[src/rtl/block_ram_stream_loader.sv]
// Packs PACK narrow stream beats per RAM word and writes a wrap-around address range, pulsing done after the last write.
// Latency: last beat accepted at edge N -> final wr_en in cycle N+1, done in N+2; s_ready is high only in LOAD.
module block_ram_stream_loader #(
  parameter int DATA_WIDTH = 8,
  parameter int DEPTH      = 2,
  parameter int IN_WIDTH   = 8,
  localparam int AW = (DEPTH > 1) ? $clog2(DEPTH) : 1,
  localparam int CW = $clog2(DEPTH + 1)
) (
  input  logic                  clk,
  input  logic                  rst,
  input  logic                  start,
  input  logic [AW-1:0]         start_addr,
  input  logic [CW-1:0]         num_words,
  input  logic [IN_WIDTH-1:0]   s_data,
  input  logic                  s_valid,
  output logic                  s_ready,
  output logic [DATA_WIDTH-1:0] wr_data,
  output logic [AW-1:0]         wr_addr,
  output logic                  wr_en,
  output logic                  busy,
  output logic                  done
);

  localparam int PACK = DATA_WIDTH / IN_WIDTH;
  localparam int PW   = (PACK > 1) ? $clog2(PACK) : 1;

  localparam logic [AW:0]   DEPTH_W   = (AW + 1)'(DEPTH);
  localparam logic [AW-1:0] LAST_ADDR = AW'(DEPTH - 1);
  localparam logic [PW-1:0] LAST_BEAT = PW'(PACK - 1);

  typedef enum logic [1:0] {
    IDLE,
    LOAD,
    FLUSH,
    DONE
  } state_t;

  state_t state;
  state_t state_nxt;

  logic [AW-1:0]         addr;
  logic [CW-1:0]         words_left;
  logic [PW-1:0]         pack_cnt;
  logic [DATA_WIDTH-1:0] pack_reg;
  logic [DATA_WIDTH-1:0] word_nxt;
  logic                  beat_acc;
  logic                  word_cmp;
  logic                  last_word;
  logic                  addr_oob;

  assign s_ready   = (state == LOAD);
  assign beat_acc  = s_valid && s_ready;
  assign word_cmp  = beat_acc && (pack_cnt == LAST_BEAT);
  assign last_word = (words_left == CW'(1));
  // Out-of-range start addresses fall back to word 0; DEPTH need not be a power of two.
  assign addr_oob  = ({1'b0, start_addr} >= DEPTH_W);

  // Merge the current beat into its slice so a completing beat can be written without an extra cycle.
  always_comb begin
    word_nxt = pack_reg;
    word_nxt[int'(pack_cnt) * IN_WIDTH +: IN_WIDTH] = s_data;
  end

  always_ff @(posedge clk) begin
    if (rst) begin
      state <= IDLE;
    end else begin
      state <= state_nxt;
    end
  end

  always_comb begin
    state_nxt = state;
    case (state)
      IDLE: begin
        if (start) begin
          state_nxt = (num_words == '0) ? DONE : LOAD;
        end
      end
      LOAD: begin
        if (word_cmp && last_word) begin
          state_nxt = FLUSH;
        end
      end
      FLUSH:   state_nxt = DONE;
      DONE:    state_nxt = IDLE;
      default: state_nxt = IDLE;
    endcase
  end

  always_ff @(posedge clk) begin
    if (rst) begin
      wr_en      <= 1'b0;
      wr_data    <= '0;
      wr_addr    <= '0;
      busy       <= 1'b0;
      done       <= 1'b0;
      addr       <= '0;
      words_left <= '0;
      pack_cnt   <= '0;
      pack_reg   <= '0;
    end else begin
      wr_en <= 1'b0;
      busy  <= (state_nxt != IDLE);
      done  <= (state_nxt == DONE);

      if (state == IDLE && start) begin
        addr       <= addr_oob ? '0 : start_addr;
        words_left <= num_words;
        pack_cnt   <= '0;
        pack_reg   <= '0;
      end

      if (beat_acc) begin
        pack_reg <= word_nxt;
        pack_cnt <= (pack_cnt == LAST_BEAT) ? '0 : pack_cnt + 1'b1;
      end

      // wr_data/wr_addr only move with a write, so they hold between words.
      if (word_cmp) begin
        wr_en      <= 1'b1;
        wr_data    <= word_nxt;
        wr_addr    <= addr;
        addr       <= (addr == LAST_ADDR) ? '0 : addr + 1'b1;
        words_left <= words_left - 1'b1;
      end
    end
  end

endmodule

[config.mk]
export PLATFORM = sky130hd
export DESIGN_NAME = block_ram_stream_loader
export DESIGN_NICKNAME = d
export VERILOG_FILES = /design/src/rtl/block_ram_stream_loader.sv
export SDC_FILE = /design/constraint.sdc
export NUM_CORES = 1
export LEC_CHECK = 0
export CELL_PAD_IN_SITES_DETAIL_PLACEMENT = 1
export CELL_PAD_IN_SITES_GLOBAL_PLACEMENT = 2
export CORE_ASPECT_RATIO = 1.25
export CORE_UTILIZATION = 32
export DETAILED_ROUTE_END_ITERATION = 7
export DONT_BUFFER_PORTS = 1
export HOLD_SLACK_MARGIN = 0.02
export PLACE_DENSITY_LB_ADDON = 0.1
export SETUP_SLACK_MARGIN = 0.3
export SYNTH_ARGS = -nofsm -noshare
export SYNTH_HDL_FRONTEND = slang
export SYNTH_SLANG_ARGS = --single-unit
[constraint.sdc]
create_clock -name clk -period 1.61 [get_ports clk]
set_clock_uncertainty 0.1 [all_clocks]
set_input_delay 0.322 -clock clk [delete_from_list [all_inputs] [get_ports clk]]
set_output_delay 0.322 -clock clk [all_outputs]
set_load 0.05 [all_outputs]
==> flow_summary_export.csv <==
group,metric,value,unit
drt,route.detailed.wl_per_inst,15.3,um
drt,num_vias,550,
timing,max_freq,712,MHz
finish,most_common_cell_after_layout_fill_and_taps_aside,"sky130_fd_sc_hd__nand2_1",
logic_synthesis,synth_top_area_share,50.1,%
setup_path,worst_setup_path_startpoint,"state[1]",
power_and_ir_drop,netsw,0.284,mW
worst_hold_path,worst_hold_end,"wr_data[6]",
clocking,htree_num_levels,1,
finish,area.growth.synth_to_final,19.9,%
drt,ant_nets,0,
global_route,number_of_antenna_violations_at_the_first_check_in_global_routing,0,
power_and_ir_drop,power_frac_clock,25.1,%
timing,slew_violations,0,
setup_path,worst_r2r_endpoint,"busy",
finish,core_utilization_of_the_finished_layout,41.1,%
timing,tcrit_tclk_final,87.3,%
floorplanning,fp-row-count,18,
logic_synthesis,post_synth.cell_area_avg,8.94,um2
logic_synthesis,mappedNetlistArea,679,um2
placed_design,buffer_ports.inserted,0,
power_and_ir_drop,sw_frac_of_total,31.6,%
power_and_ir_drop,totalPowerFinal,0.897,mW
power_and_ir_drop,leakagePower,0.317,nW
finish,filler_cell_count,245,
run,max_cap_violations,0,
placed_design,gpl.final_weighted_congestion,0.792,
power_and_ir_drop,pwr-share-comb,15.5,%
setup_path,worst-endpoint-required,1.73,ns
setup_path,ff2ff_path_depth,3,
timing,maxSlewHeadroom,59.4,%
clocking,ctsLongestPathBuffers,2,
logic_synthesis,netlist_top_cells_area,"sky130_fd_sc_hd__dfxtp_1 (50%), sky130_fd_sc_hd__nand2_1 (11%), sky130_fd_sc_hd__a21oi_1 (6.6%), sky130_fd_sc_hd__a211oi_1 (4.4%), sky130_fd_sc_hd__o311a_4 (3.1%)",
clocking,cts.sink_count,17,
power_and_ir_drop,ir_worst_vdd,0.472,mV
timing,final_critical_period,1.40,ns
power_and_ir_drop,power_report.internal_total,0.613,mW
logic_synthesis,synthCells,76,
clocking,worst_setup_hold_path_clk_slew,0.10,ns
finish,antenna-diode-count,0,
placed_design,minimum_setup_slack_after_placement,0.197,ns
power_and_ir_drop,sequentialPowerShare,59.4,%
global_route,grt_pass1_wl,2.39,mm
floorplanning,initial_utilization,34.3,%
clocking,clk-insertion-delay-late,0.28,ns
floorplanning,design.portCount,28,
timing,timing_worst_slew_pin_value,0.609,ns
global_route,grt_max_degree,16,
floorplanning,dieArea,2310,um2
worst_hold_path,hold_path.startpoint,"s_data[6]",
logic_synthesis,share_of_the_yosys_chip_area_belonging_to_registers,50.1,%
drt,drtIter0Drc,13,
global_route,global_route.usage.total,14.9,%
floorplanning,chipHeight,53.5,um
drt,drt_drc_violations_left,0,
status,status,"finished, final reports clean",
logic_synthesis,synthesis.nets,92,
logic_synthesis,synth.ff_latch_count,17,
clocking,ctsRootBufferMaster,"sky130_fd_sc_hd__clkbuf_4",
placed_design,detailed_place_hpwl,1.08,mm
logic_synthesis,netlist.top_cell.by_area,"sky130_fd_sc_hd__dfxtp_1",
setup_path,r2r_slack,0.21,ns
finish,post_route_cells_drive_above_1_share,40.5,%
setup_path,timing.critical_path.fanout_max,6,
timing,final-setup-viol-count,0,
floorplanning,chipWidth,43.2,um
logic_synthesis,netlist-cell-type-count,25,
logic_synthesis,yosys_warnings,0,
setup_path,worstPathArrival,1.52,ns
drt,totalWireLength,1.59,mm
finish,final_net_count,101,
timing,post-route-worst-setup-slack,0.205,ns
drt,detailedRoute.firstPassIterationCount,4,
global_route,overflow,0,
timing,totalNegativeSetupSlack,0,ns
setup_path,worst_r2r_src,"state[1]",
clocking,clock_tree_from_tritoncts,"done",
finish,layout_common_cells,"sky130_fd_sc_hd__nand2_1 (20), sky130_fd_sc_hd__dfxtp_2 (13), sky130_fd_sc_hd__a21oi_1 (9)",
timing,setup_repair_after_global_routing_missed_its_margin,"true",
drt,dr_vias_cell,5.29,
setup_path,critPathLaunchType,"register",
power_and_ir_drop,power-per-cell-area,1100,nW/um2
timing,hold_viol,0,
floorplanning,core,1980,um2
setup_path,critical_path_sink_type,"register",
global_route,grt_pass1_vias,532,
worst_hold_path,hold-path-cell-count,2,
worst_hold_path,classification_of_the_worst_slack_hold_path,"in2reg",
setup_path,timing.setup.critical_path_class,"reg2reg",
clocking,number_of_cts_inserted_buffers,3,
## critical path, cell delays in order, from the launching register on
cell	delay, ns
sky130_fd_sc_hd__dfxtp_4	0.38
sky130_fd_sc_hd__or3b_4	0.40
sky130_fd_sc_hd__o311a_4	0.33
sky130_fd_sc_hd__o21ai_2	0.12
## sequential cells by signal, summed over array words and instances, names as in the netlist
register,count
wr_data,8
state,2
words_left,2
addr,1
busy,1
done,1
wr_addr,1
wr_en,1
## per-layer routing
layer | GRT usage (%) | share of wire, %
met5 | 0 | 0
met4 | 10.6 | 2.3
met1 | 15.8 | 40
met3 | 4.44 | 6.2
met2 | 25.1 | 52
## synth_stat cells
library cell,count
sky130_fd_sc_hd__inv_1,2
sky130_fd_sc_hd__nor3b_1,1
sky130_fd_sc_hd__nand2_1,20
sky130_fd_sc_hd__a311oi_1,1
sky130_fd_sc_hd__nor2_1,3
sky130_fd_sc_hd__a211o_1,1
sky130_fd_sc_hd__ha_1,1
sky130_fd_sc_hd__nand2b_1,1
sky130_fd_sc_hd__o21ai_0,2
sky130_fd_sc_hd__a21o_1,1
sky130_fd_sc_hd__o311a_4,1
sky130_fd_sc_hd__or3b_4,1
sky130_fd_sc_hd__buf_2,2
sky130_fd_sc_hd__nand4b_1,1
sky130_fd_sc_hd__a211oi_1,4
sky130_fd_sc_hd__o21ai_2,1
sky130_fd_sc_hd__clkbuf_1,1
sky130_fd_sc_hd__nor3_1,1
sky130_fd_sc_hd__nor2b_1,1
sky130_fd_sc_hd__nor2_2,1
sky130_fd_sc_hd__nand3b_1,1
sky130_fd_sc_hd__buf_6,1
sky130_fd_sc_hd__and3b_1,1
sky130_fd_sc_hd__dfxtp_1,17
sky130_fd_sc_hd__a21oi_1,9
## logic make-up (layout without fill, tap and decap cells)
family,after synthesis,after routing,synth area share [%]
buffers and inverters,6,14,4.79
AOI/OAI and AO/OA,20,20,20.6
DFF,17,17,50.1
and+or+nand+nor,32,32,22.7
adders and majority gates,1,1,1.84
## layout make-up
type	count	area (um2)	area share [%]
clock buffer	3	22.5	2.76
clock inverter	1	5.00	0.614
inverter	2	7.51	0.922
multi-input combinational	53	325	39.9
sequential	17	364	44.7
tap	20	25.0	3.07
timing repair buffer	8	65.1	7.99
## repair_timing
action                                 4_1_cts  5_1_grt
setup endpoints to repair                   28       17
setup buffers                                2        3
gates resized for setup                     21        5
hold buffers                                 1        0
endpoints found under the hold margin       15        0
pin swaps                                    1        4
## power by group through the flow
stage	clock network [mW]	logic, mW	registers [mW]
3_3_place_gp	0	0.102	0.539
5_1_grt	0.264	0.155	0.537
4_1_cts	0.238	0.125	0.532
2_1_floorplan	0	0.0972	0.530
6_report	0.225	0.139	0.533
3_5_place_dp	0	0.104	0.540
## metrics by stage
step                hold WS, ns  area, um2  cells
floorplan                 0.291        682     76
global placement          0.291        697     94
detailed placement        0.292        697     94
global route             0.0252        815    104
finish                   0.0482        815    104
CTS                      0.0370        778    101
## worst max-delay path by stage
stage                          endpoint  slack [ns]
after floorplan                    busy        0.22
after global placement             addr        0.23
after detailed placement  words_left[0]        0.20
after CTS                       s_ready        0.21
after global routing               busy        0.16
final                              busy        0.21
(Power assumes the default switching activity.)
